<file path="src/rtl/multi_button_control.sv">
// rtl/multi_button_control.sv - debounced multi-channel button controller with press/long/release interrupts
module multi_button_control #(
  parameter int NUM_BTN     = 4,
  parameter int DEB_CNT     = 3,
  parameter int SHORT_TICKS = 8,
  parameter int LONG_TICKS  = 32
) (
  input  logic                 SlowClock,
  input  logic                 MainReset,
  input  logic                 Strobe16ms,
  input  logic                 Strobe125ms,
  input  logic [NUM_BTN-1:0]   ButtonIn,
  input  logic [NUM_BTN-1:0]   ChanEnable,
  input  logic [2*NUM_BTN-1:0] IntMask,
  input  logic [2*NUM_BTN-1:0] IntClear,
  output logic [NUM_BTN-1:0]   Debounced,
  output logic [NUM_BTN-1:0]   PressInt,
  output logic [NUM_BTN-1:0]   ReleaseInt,
  output logic [NUM_BTN-1:0]   LongStrobe,
  output logic [2*NUM_BTN-1:0] IntStatus,
  output logic                 IrqOut
);

  localparam int CW = $clog2(LONG_TICKS + 1);
  localparam int DW = (DEB_CNT > 1) ? $clog2(DEB_CNT + 1) : 1;
  localparam logic [CW-1:0] SHORT_M1 = CW'(SHORT_TICKS - 1);
  localparam logic [CW-1:0] LONG_V   = CW'(LONG_TICKS);
  localparam logic [DW-1:0] DEB_M1   = DW'(DEB_CNT - 1);
  localparam logic [DW-1:0] DEB_ONE  = DW'(1);

  typedef enum logic [2:0] {
    IDLE, DEB_PRESS, HELD, LONG, DEB_RELEASE
  } state_t;

  logic [NUM_BTN-1:0]   sync1_q, sync2_q;
  logic [2*NUM_BTN-1:0] status_q;
  logic                 irq_q;

  // two-flop synchroniser; resets to the released level so no false press
  always_ff @(posedge SlowClock or posedge MainReset) begin
    if (MainReset) begin
      sync1_q <= '1;
      sync2_q <= '1;
    end else begin
      sync1_q <= ButtonIn;
      sync2_q <= sync1_q;
    end
  end

  for (genvar g = 0; g < NUM_BTN; g++) begin : g_ch
    state_t        state_q, state_d;
    logic [CW-1:0] hold_q, hold_d;
    logic [DW-1:0] deb_q, deb_d;
    logic          ret_long_q, ret_long_d;
    logic          press_q, press_d;
    logic          rel_q, rel_d;
    logic          smp;

    assign smp = sync2_q[g];

    // channel state register
    always_ff @(posedge SlowClock or posedge MainReset) begin
      if (MainReset) begin
        state_q    <= IDLE;
        hold_q     <= '0;
        deb_q      <= '0;
        ret_long_q <= 1'b0;
        press_q    <= 1'b0;
        rel_q      <= 1'b0;
      end else begin
        state_q    <= state_d;
        hold_q     <= hold_d;
        deb_q      <= deb_d;
        ret_long_q <= ret_long_d;
        press_q    <= press_d;
        rel_q      <= rel_d;
      end
    end

    // next state; both strobes are evaluated against start-of-cycle state
    always_comb begin
      state_d    = state_q;
      hold_d     = hold_q;
      deb_d      = deb_q;
      ret_long_d = ret_long_q;
      press_d    = 1'b0;
      rel_d      = 1'b0;

      // hold counter runs while the button is considered down, saturating
      if ((state_q == HELD || state_q == LONG || state_q == DEB_RELEASE) &&
          Strobe125ms && hold_q != LONG_V) begin
        hold_d = hold_q + CW'(1);
        if (hold_q == SHORT_M1) press_d = 1'b1;
      end

      case (state_q)
        IDLE: begin
          hold_d = '0;
          if (Strobe16ms && !smp) begin
            if (DEB_CNT == 1) begin
              state_d = HELD;
            end else begin
              state_d = DEB_PRESS;
              deb_d   = DEB_ONE;
            end
          end
        end
        DEB_PRESS: begin
          if (Strobe16ms) begin
            if (smp) begin
              state_d = IDLE;
            end else if (deb_q == DEB_M1) begin
              state_d = HELD;
              hold_d  = '0;
            end else begin
              deb_d = deb_q + DEB_ONE;
            end
          end
        end
        HELD, LONG: begin
          if (Strobe16ms && smp) begin
            if (DEB_CNT == 1) begin
              state_d = IDLE;
              rel_d   = 1'b1;
            end else begin
              state_d    = DEB_RELEASE;
              deb_d      = DEB_ONE;
              ret_long_d = (state_q == LONG) || (hold_d == LONG_V);
            end
          end else if (state_q == HELD && hold_d == LONG_V) begin
            state_d = LONG;
          end
        end
        DEB_RELEASE: begin
          if (Strobe16ms) begin
            if (!smp) begin
              state_d = ret_long_q ? LONG : HELD;
            end else if (deb_q == DEB_M1) begin
              state_d = IDLE;
              rel_d   = 1'b1;
            end else begin
              deb_d = deb_q + DEB_ONE;
            end
          end
        end
        default: state_d = IDLE;
      endcase

      // a disabled channel is held quiet in IDLE
      if (!ChanEnable[g]) begin
        state_d    = IDLE;
        hold_d     = '0;
        deb_d      = '0;
        ret_long_d = 1'b0;
        press_d    = 1'b0;
        rel_d      = 1'b0;
      end
    end

    assign Debounced[g]  = !(state_q == HELD || state_q == LONG || state_q == DEB_RELEASE);
    assign LongStrobe[g] = (state_q == LONG) || (state_q == DEB_RELEASE && ret_long_q);
    assign PressInt[g]   = press_q;
    assign ReleaseInt[g] = rel_q;
  end

  // sticky interrupt flags; a new event outranks a clear in the same cycle
  always_ff @(posedge SlowClock or posedge MainReset) begin
    if (MainReset) begin
      status_q <= '0;
      irq_q    <= 1'b0;
    end else begin
      status_q <= (status_q & ~IntClear) | {ReleaseInt, PressInt};
      irq_q    <= |(status_q & IntMask);
    end
  end

  assign IntStatus = status_q;
  assign IrqOut    = irq_q;

endmodule

</file>
<file path="config.mk">
export PLATFORM = sky130hd
export DESIGN_NAME = multi_button_control
export DESIGN_NICKNAME = d
export VERILOG_FILES = /design/src/rtl/multi_button_control.sv
export SDC_FILE = /design/constraint.sdc
export NUM_CORES = 1
export LEC_CHECK = 0
export ABC_CLOCK_PERIOD_IN_PS = 2500
export CORE_ASPECT_RATIO = 0.5
export CORE_MARGIN = 8
export CORE_UTILIZATION = 40
export DETAILED_ROUTE_END_ITERATION = 16
export DONT_BUFFER_PORTS = 1
export PLACE_DENSITY_LB_ADDON = 0.1
export SETUP_SLACK_MARGIN = 0.3
export SYNTH_ARGS = -nofsm -noshare
export SYNTH_HDL_FRONTEND = slang
export SYNTH_SLANG_ARGS = --single-unit
</file>
<file path="constraint.sdc">
create_clock -name SlowClock -period 2.5 [get_ports SlowClock]
set_input_delay 0.625 -clock SlowClock [delete_from_list [all_inputs] [get_ports SlowClock]]
set_output_delay 0.625 -clock SlowClock [all_outputs]
set_load 0.005 [all_outputs]
</file>
==> metrics.md, run 1 <==
| Metric | Value |
|---|---|
| CP Class | reg -> out |
| Area of the die | approximately 0.016 mm² |
| Latest clock arrival within the worst-skew pair | 0.33 ns |
| Slew @ Worst Pin | 0.623 ns |
| Worst clock skew | around 0.0088 ns |
| Ant diodes | 0 |
| CP required | 1.88 ns |
| Final core utilization | 45.0% |
| RSZ-0062 raised after global routing | yes |
| Hold buffers post-CTS | 0 |
| Slew Viols, Final | 0 |
| Max Cap Violations | 0 |
| Reg2Reg Depth | 7 |
| Mapped cell area | between 0.004 and 0.005 mm² |
| Post-layout min period | 2.16 ns |
| Die Y | 92.3 µm |
| Tcrit/Tclk final | 86.4% |
| #FFs+latches synth | 73 |
| Design Power | 3.14 mW |
| Via count | between 3000 and 4000 |
| Drt first pass iters | 6 |
| Crit. Startpoint | g_ch[3].state_q[1] |
| Status | finished clean |
| VDD IR max | 0.000291 V |
| Initial Util | 40.2% |
| Cells after DPL | 672 |
| First-pass GRT wire length | 18900 µm |
| Hold Slack | 0.139 ns |
| Power density cells | between 600 and 700 mW/mm² |
| Clock transition at path regs | 0.06 ns |
| CP Launch Type | flop |
| Worst R2R End | g_ch[2].state_q[0] |
| Design Area, Final | 0.00522 mm² |
| Layout overhead on the synthesized area | 11.9% |
| Post-DP Area | 0.00482 mm² |
| Final nets | 561 |
| Total track usage | 15.1% |
| Endpoint class of the critical path | output port |
| Antenna violations before repair | 0 |
| Vias in the first global route | 3536 |
| HPWL Detailed | around 8200 µm |
| Gr ovfl total | 0 |
| Reg-to-Reg Start | g_ch[2].hold_q[0] |
| Setup TNS | 0 ns |
| GPL Wtd Cong | 0.855 |
| Slew Limit Headroom | 57.9% |
| Final setup fails | 0 |
| Initial DRC count | 465 |
| Setup crit end | LongStrobe[3] |
| Final WL | 11600 µm |
| Register area share after synthesis | 39.4% |
| Root Buffer | clkbuf_16 |
| Crit path DAT | about 1.5 ns |
| Synthesized area per cell | 8.81 µm² |
| Htree depth | 3 |
| Worst Path Max Fanout | 11 |
| Share of layout cells above drive strength 1 | 13.1% |
| Post-synth ARST share | 100% |
| Top-level port count | 53 |
| R2R setup slack | 0.40 ns |
| DIE WIDTH | 169 µm |
| Syn_nets | 569 |
| CTS tree | yes |
| Syn. warnings | 0 |
| Post-synth EDFFs | 0 |
| CTS max path bufs | 2 |
| Predominant post-synthesis flop cell | dfrtp_1 |
| Core Box Area | about 0.012 mm² |
| FP Rows | 28 |
| I/O Buffers | 0 |
| Antenna-violating nets left | 0 |
| Largest net degree at the start of global routing | 61 |
| # DRC | 0 |
| Clock tree sinks | 73 |
| LEAKAGE | 2.25 nW |
| Final hold viol count | 0 |
| Synth cell types | 69 |
| Pre-CTS setup slack | 0.302 ns |
| WL/cell | ~17 µm |
| Mapped Cells | 529 |
| Total CTS buffers | 9 |
| Routed vias/inst | approximately 5.7 |
| HP Class | in -> async |
| Final Non-Filler Cells | 691 |
| Setup slack after layout | 0.341 ns |
| Maximum clock rate | 463 MHz |
[synthesized netlist by cell type (all sizes together), types with 5 or more instances]
cell / count / area share, %
or3b: 5 / 0.94
dfrtp: 65 / 35
nand2: 37 / 3.0
xor2: 5 / 0.94
o21ai: 18 / 1.9
nand2b: 12 / 1.6
nand3: 13 / 1.4
nand4: 7 / 0.94
dfstp: 8 / 4.5
nor3: 13 / 1.4
xnor2: 18 / 3.4
ha: 12 / 3.2
clkbuf: 23 / 1.9
a211oi: 6 / 1.1
a21o: 10 / 1.6
o221ai: 6 / 1.3
mux2i: 8 / 1.7
and2: 5 / 0.67
a21oi: 28 / 3.0
o211ai: 6 / 1.1
nor2b: 9 / 1.2
nor2: 56 / 4.5
o31ai: 5 / 0.81
a22oi: 7 / 1.1
inv: 44 / 3.5
buf: 13 / 1.8
and3: 7 / 0.94
nor3b: 7 / 1.3
a31oi: 6 / 0.81
o22ai: 7 / 0.94
[cell families after synthesis]
family                     after synthesis  share of synthesized area (%)
DFF                                     73                           39.4
and+or+nand+nor                        198                           22.6
xor gates and xnor gates                23                           4.32
buffers and inverters                   80                           7.22
adders and majority gates               12                           3.22
muxes                                   12                           2.77
AOI/OAI and AO/OA                      131                           20.5
[layer usage]
metal | global-route usage (%) | routed length [µm] | vias up
met5 | 0 | 0 | -
met3 | 5.39 | 1010 | 6
met4 | 4.13 | 97 | 0
li1 | - | - | 1867
met2 | 20.1 | 4520 | 154
met1 | 22.2 | 5930 | 1884
[worst min-delay path by stage]
stage | end | slack [ns] | depth (start not counted)
2_1_floorplan | sync2_q[0] | 0.35 | 0
3_3_place_gp | sync2_q[0] | 0.35 | 0
3_5_place_dp | sync2_q[2] | 0.35 | 0
4_1_cts | g_ch[0].deb_q[1] | 0.14 | 1
5_1_grt | IntStatus[4] | 0.15 | 1
6_report | IntStatus[4] | 0.14 | 1
[final cells by class]
cell class | count | area, µm²
fillers | 1111 | 6380
multi-input cells | 376 | 2530
flip-flops and latches | 73 | 1840
clock buffers | 11 | 253
well taps | 165 | 206
inverters | 44 | 169
repair buffers | 17 | 140
clock inverters | 5 | 77.6
[registers in the layout, indices dropped and copies added (netlist names)]
signal and cells:
g_ch.press_q 4, g_ch.hold_q 24, sync2_q 4, g_ch.deb_q 8, g_ch.state_q 12, g_ch.rel_q 4, sync1_q 4, g_ch.ret_long_q 4
IrqOut 1, IntStatus 8
[worst max-delay path: stages (launching register included)]
cell and delay [ns]:
dfrtp_2 0.48, nor2b_1 0.33, buf_4 0.22, a22o_1 0.16
[placed cells by master, fill, tap and decap left out, types with 8 or more instances in the layout]
| cell type | n |
|---|---|
| nand2_1 | 37 |
| a21o_1 | 10 |
| nor2_1 | 56 |
| nor2b_1 | 9 |
| a21oi_1 | 27 |
| nand2b_1 | 12 |
| clkbuf_16 | 9 |
| dfrtp_1 | 62 |
| o21ai_0 | 17 |
| nor3_1 | 13 |
| buf_4 | 16 |
| mux2i_1 | 8 |
| inv_1 | 43 |
| ha_1 | 12 |
| xnor2_1 | 18 |
| dfstp_2 | 8 |
| nand3_1 | 13 |
[report_power, final]
group / total, mW / internal [mW] / switching (mW)
registers: 1.29 / 1.23 / 0.0612
logic: 0.424 / 0.179 / 0.244
clock network: 1.42 / 0.925 / 0.500
total: 3.14 / 2.34 / 0.806
[timing repair]
item | in CTS | in global routing
setup endpoints to repair | 6 | 12
gates resized for setup | 6 | 6
setup buffers | 0 | 3
endpoints found under the hold margin | 0 | 0
pin swaps | 0 | 2
No activity file was read; power rests on OpenSTA's default activity.
==> run 2: changes to the inputs <==
--- a/config.mk
+++ b/config.mk
@@ -8,7 +8,7 @@
 export ABC_CLOCK_PERIOD_IN_PS = 2500
 export CORE_ASPECT_RATIO = 0.5
 export CORE_MARGIN = 8
-export CORE_UTILIZATION = 40
+export CORE_UTILIZATION = 55
 export DETAILED_ROUTE_END_ITERATION = 16
 export DONT_BUFFER_PORTS = 1
 export PLACE_DENSITY_LB_ADDON = 0.1
==> run 2 against run 1 <==
  * Wire length decreased by 12%
  * Register-to-register slack lost 0.02 ns
  * Combinational power fell by 3%
  * Clock power up 4%
  * Largest cell class unchanged
==> metrics.md, run 2 (synthesized netlist as in run 1, its figures left out) <==
| Metric | Value |
|---|---|
| Status | finished clean |
| Final setup fails | 0 |
| Core Box Area | roughly 0.0081 mm² |
| Crit path largest cell delay | 0.49 ns |
| Vias in the first global route | 3485 |
| Slew Limit Headroom | 57.5% |
| Antenna violations before repair | 0 |
| Power density cells | 620 mW/mm² |
| Final hold viol count | 0 |
| Crit path DAT | 1.50 ns |
| Root Buffer | clkbuf_16 |
| Slew @ Worst Pin | ~0.64 ns |
| Antenna-violating nets left | 0 |
| CP Launch Type | flop |
| Max Cap Violations | 0 |
| DIE WIDTH | 146 µm |
| First-pass GRT wire length | 17000 µm |
| Final nets | roughly 560 |
| Initial Util | 57.4% |
| Cells after DPL | 618 |
| Most common cell after layout, fill and taps aside | dfrtp_1 |
| Post-layout min period | around 2.1 ns |
| CTS tree | yes |
| Gr ovfl total | 0 |
| HP Class | in -> async |
| Slew Viols, Final | 0 |
| Crit-path slowest cell | dfrtp_2 |
| CP Buf/Inv Count | 1 |
| Total CTS buffers | 9 |
| Top-level port count | 53 |
| Routed vias/inst | ~6.0 |
| VDD IR max | 0.000468 V |
| Worst Path Max Fanout | 11 |
| Clock transition at path regs | about 0.060 ns |
| Endpoint class of the critical path | output port |
| Latest clock arrival within the worst-skew pair | 0.33 ns |
| # DRC | 0 |
| Setup TNS | 0 ns |
| Tcrit/Tclk final | between 80% and 90% |
| Final WL | slightly above 10000 µm |
| Worst clock skew | 0.00438 ns |
| WL/cell | 16.0 µm |
| Final Non-Filler Cells | 636 |
| Clock tree sinks | 73 |
| Crit path max-delay family | flip-flops |
| Hold buffers post-CTS | 0 |
| Share of layout cells above drive strength 1 | 12.4% |
| Pre-CTS setup slack | ~0.29 ns |
| Drt first pass iters | 5 |
| Biggest regs | g_ch.hold_q: 24 flops, g_ch.state_q: 12 flops |
| Cell Chain, Critical Path | nor2b_2 -> buf_4 -> a22o_1 |
| Htree depth | 3 |
| Top reg by flops | g_ch.hold_q |
| Maximum clock rate | 470 MHz |
| Die Y | 81.1 µm |
| Hold Slack | 0.242 ns |
| Layout overhead on the synthesized area | 10.4% |
| CP required | around 1.9 ns |
| LEAKAGE | 2.23 nW |
| Setup slack after layout | about 0.37 ns |
| Max FFs per register | 24 |
| HPWL Detailed | 7380 µm |
| Initial DRC count | 262 |
| CP Class | reg -> out |
| Total track usage | 17.6% |
| Via count | 3791 |
| I/O Buffers | 0 |
| Area of the die | 0.0119 mm² |
| Ant diodes | 0 |
| FP Rows | 23 |
| RSZ-0062 raised after global routing | yes |
| CTS max path bufs | 2 |
| Most frequent cells in the layout | dfrtp_1, nor2_1, inv_1 |
| GPL Wtd Cong | 0.894 |
| Largest net degree at the start of global routing | 32 |
[run 2: cell types whose count changed in the layout (fill, tap and decap cells not counted), moves of 2 or more]
cell	previous run	this run
buf_4	16	14
clkbuf_8	2	0
clkinv_2	2	0
nor2b_1	9	7
nor2b_2	0	2
[run 2: through the flow]
| stage | power [mW] | instance area, µm² | utilization (%) |
|---|---|---|---|
| after floorplan | 1.63 | 4660 | - |
| after global placement | 1.71 | 4740 | 58.4 |
| after detailed placement | 1.71 | 4740 | 58.4 |
| after CTS | 3.22 | 5100 | 62.8 |
| after global routing | 3.34 | 5140 | 63.4 |
| final | 3.19 | 5140 | 63.4 |
[run 2: per-layer routing]
| metal | track usage, % | part of all wire (%) |
|---|---|---|
| met1 | 23.1 | 49 |
| met2 | 27.1 | 43 |
| met3 | 6.32 | 6.7 |
| met4 | 5.10 | 0.86 |
| met5 | 0 | 0 |
[run 2: cell type report]
cell class,count,area (µm²)
repair buffers,15,125
clock inverters,6,115
well taps,112,140
clock buffers,10,229
fillers,689,2970
multi-input cells,376,2520
inverters,44,169
flip-flops and latches,73,1840
[run 2: what timing repair did]
action / in CTS / in global routing
endpoints found under the setup margin: 3 / 13
gates resized for setup: 4 / 8
pin swaps: 0 / 1
hold endpoints to repair: 0 / 0
setup buffers: 0 / 2
[run 2: worst reg2reg max path, delay by kind of cell (launching register included)]
family	cells	cell delay (ns)
AND/OR/NAND/NOR	1	0.49
AO/OA/AOI/OAI	3	0.48
flip-flops	1	0.42
multiplexers	1	0.37
adder cells (fa/ha/maj)	1	0.14
buffers and inverters	1	0.09
[run 2: final timing paths]
kind	startpoint	to	slack, ns	cells after the start
worst max-delay path	g_ch[3].state_q[1]	LongStrobe[3]	0.37	3
worst min-delay path	MainReset	g_ch[2].press_q	0.24	1
worst max register to register	g_ch[2].hold_q[0]	g_ch[2].state_q[0]	0.38	7
worst min register to register	sync1_q[0]	sync2_q[0]	0.35	0
max in group asynchronous	MainReset	sync1_q[0]	1.59	2
min in group SlowClock	ButtonIn[2]	sync1_q[2]	0.28	0
[run 2: where the power goes]
part	internal (mW)	switching (mW)
clock network	0.980	0.502
logic	0.179	0.231
registers	1.23	0.0655
==> run 3: changes to the inputs <==
--- a/config.mk
+++ b/config.mk
@@ -6,9 +6,11 @@
 export NUM_CORES = 1
 export LEC_CHECK = 0
 export ABC_CLOCK_PERIOD_IN_PS = 2500
+export CELL_PAD_IN_SITES_DETAIL_PLACEMENT = 1
+export CELL_PAD_IN_SITES_GLOBAL_PLACEMENT = 1
 export CORE_ASPECT_RATIO = 0.5
 export CORE_MARGIN = 8
-export CORE_UTILIZATION = 55
+export CORE_UTILIZATION = 44
 export DETAILED_ROUTE_END_ITERATION = 16
 export DONT_BUFFER_PORTS = 1
 export PLACE_DENSITY_LB_ADDON = 0.1
==> run 3 against run 2 <==
  * Via count rose by 1.8%
  * Clock-buffer cell count up 1
  * Clock power hardly changed
  * Combinational power increased by 5.4%
  * Register-to-register slack worse by 0.02 ns
  * Cell count up 4.9%
  * Fmax is 1.5% lower
  * First-iteration DRC count shrank 35%
  * Wire length is 16% higher
==> metrics.md, run 3 (synthesized netlist as in run 1, its figures left out) <==
| Metric | Value |
|---|---|
| Status | finished clean |
| Cell Chain, Critical Path | nor2b_1 -> buf_4 -> a22o_1 |
| Core Box Area | 0.0102 mm² |
| Maximum clock rate | 463 MHz |
| LEAKAGE | around 2.2 nW |
| Largest net degree at the start of global routing | between 40 and 50 |
| Final setup fails | 0 |
| Crit path DAT | 1.53 ns |
| CP Class | reg -> out |
| Die Y | 88.8 µm |
| Top reg by flops | g_ch.hold_q |
| Crit path largest cell delay | 0.62 ns |
| Root Buffer | clkbuf_16 |
| HPWL Detailed | 8500 µm |
| DIE WIDTH | 162 µm |
| Most common cell after layout, fill and taps aside | dfrtp_1 |
| WL/cell | 17.8 µm |
| CP Buf/Inv Count | 1 |
| Crit path max-delay family | flip-flops |
| Final Non-Filler Cells | 667 |
| Htree depth | 3 |
| First-pass GRT wire length | 20100 µm |
| CP Launch Type | flop |
| Latest clock arrival within the worst-skew pair | ~0.34 ns |
| Layout fillers | 1196 |
| Initial Util | 45.5% |
| Antenna violations before repair | 0 |
| Ant diodes | 0 |
| R2R setup slack | 0.36 ns |
| Setup crit end | LongStrobe[2] |
| Final core utilization | 50.6% |
| Total track usage | 17.3% |
| Gr ovfl total | 0 |
| Worst R2R End | g_ch[2].state_q[0] |
| FF/Latch Area | around 0.0018 mm² |
| Final hold viol count | 0 |
| Final WL | 11800 µm |
| RSZ-0062 raised after global routing | yes |
| Setup TNS | 0 ns |
| Cells after DPL | 648 |
| Tcrit/Tclk final | about 86% |
| Layout overhead on the synthesized area | 11.2% |
| CTS max path bufs | 2 |
| Design Power | 3.20 mW |
| Initial DRC count | 169 |
| Worst Path Max Fanout | 12 |
| Total CTS buffers | 9 |
| Clock tree sinks | between 70 and 80 |
| I/O Buffers | 0 |
| Clock transition at path regs | 0.06 ns |
| Max Cap Violations | 0 |
| Slew @ Worst Pin | 0.670 ns |
| Routed vias/inst | 5.79 |
| CTS tree | yes |
| Vias in the first global route | 3918 |
| Slew Viols, Final | 0 |
| HP Class | in -> async |
| Worst clock skew | 0.00986 ns |
| CP required | approximately 1.9 ns |
| Crit-path slowest cell | dfrtp_1 |
| Stages on worst setup path | 3 |
| Max FFs per register | 24 |
| Top-level port count | 53 |
| Share of layout cells above drive strength 1 | between 10 and 15% |
| Final nets | around 560 |
| FP Rows | 26 |
| Biggest regs | g_ch.hold_q: 24 flops, g_ch.state_q: 12 flops |
| Area of the die | 0.0143 mm² |
| Slew Limit Headroom | 54.7% |
| Hold Slack | 0.228 ns |
| Via count | 3860 |
| Most frequent cells in the layout | dfrtp_1, nor2_1, inv_1 |
| VDD IR max | 0.000328 V |
| Power density cells | 617 mW/mm² |
| GPL Wtd Cong | 0.809 |
| Reg2Reg Depth | 7 |
| Post-layout min period | 2.16 ns |
| # DRC | 0 |
| Reg-to-Reg Start | g_ch[2].hold_q[0] |
| Drt first pass iters | 4 |
| Endpoint class of the critical path | output port |
| Crit. Startpoint | g_ch[2].state_q[1] |
| Antenna-violating nets left | 0 |
| Area occupied by multi-input gates | 0.00252 mm² |
==> run 3: through the flow <==
stage          setup slack, ns  area [µm²]
2_1_floorplan            0.427        4660
6_report                 0.340        5180
3_5_place_dp             0.300        4790
4_1_cts                  0.304        5160
5_1_grt                  0.239        5180
3_3_place_gp             0.366        4790
==> run 3: what timing repair did <==
item                                    CTS  global route
pin swaps                                 0             1
endpoints found under the setup margin    5             7
resized for setup                         7             3
buffers inserted                          0             3
hold buffers                              0             0
==> run 3: layout make-up <==
type,instances,area share (%)
Multi-Input combinational cell,376,48.5
Sequential cell,73,35.5
Clock buffer,11,4.49
Tap cell,140,3.38
Inverter,44,3.26
Timing Repair Buffer,18,2.85
Clock inverter,5,2.00
==> run 3: worst min path at each step <==
stage | startpoint | to | slack (ns) | depth (start not counted)
global placement | sync1_q[0] | sync2_q[0] | 0.35 | 0
detailed placement | sync1_q[2] | sync2_q[2] | 0.35 | 0
finish | MainReset | g_ch[1].hold_q[1] | 0.23 | 1
floorplan | sync1_q[0] | sync2_q[0] | 0.35 | 0
global route | MainReset | g_ch[1].hold_q[1] | 0.26 | 1
CTS | MainReset | g_ch[1].hold_q[1] | 0.22 | 1
==> run 3: where the power goes <==
group	internal [mW]	total, mW	switching, mW
Clock	0.975	1.47	0.497
Sequential	1.23	1.30	0.0645
Combinational	0.185	0.432	0.247
Total	2.39	3.20	0.809
==> run 3: metal layers <==
layer / routed length [µm] / part of all wire [%] / track usage (%) / up-vias
met3: 523 / 4.4 / 4.87 / 11
li1: - / - / - / 1867
met4: 102 / 0.86 / 4.34 / 0
met1: 5790 / 49 / 22.0 / 1923
met2: 5420 / 46 / 28.9 / 59
met5: 0 / 0 / 0 / -
==> run 3: worst register-to-register path, delay by kind of cell, from the launching register on <==
kind | cells | cell delay [ns]
buffers and inverters | 1 | 0.13
AOI/OAI and AO/OA | 3 | 0.45
and+or+nand+nor | 1 | 0.49
DFF | 1 | 0.42
muxes | 1 | 0.37
adders and majority gates | 1 | 0.15
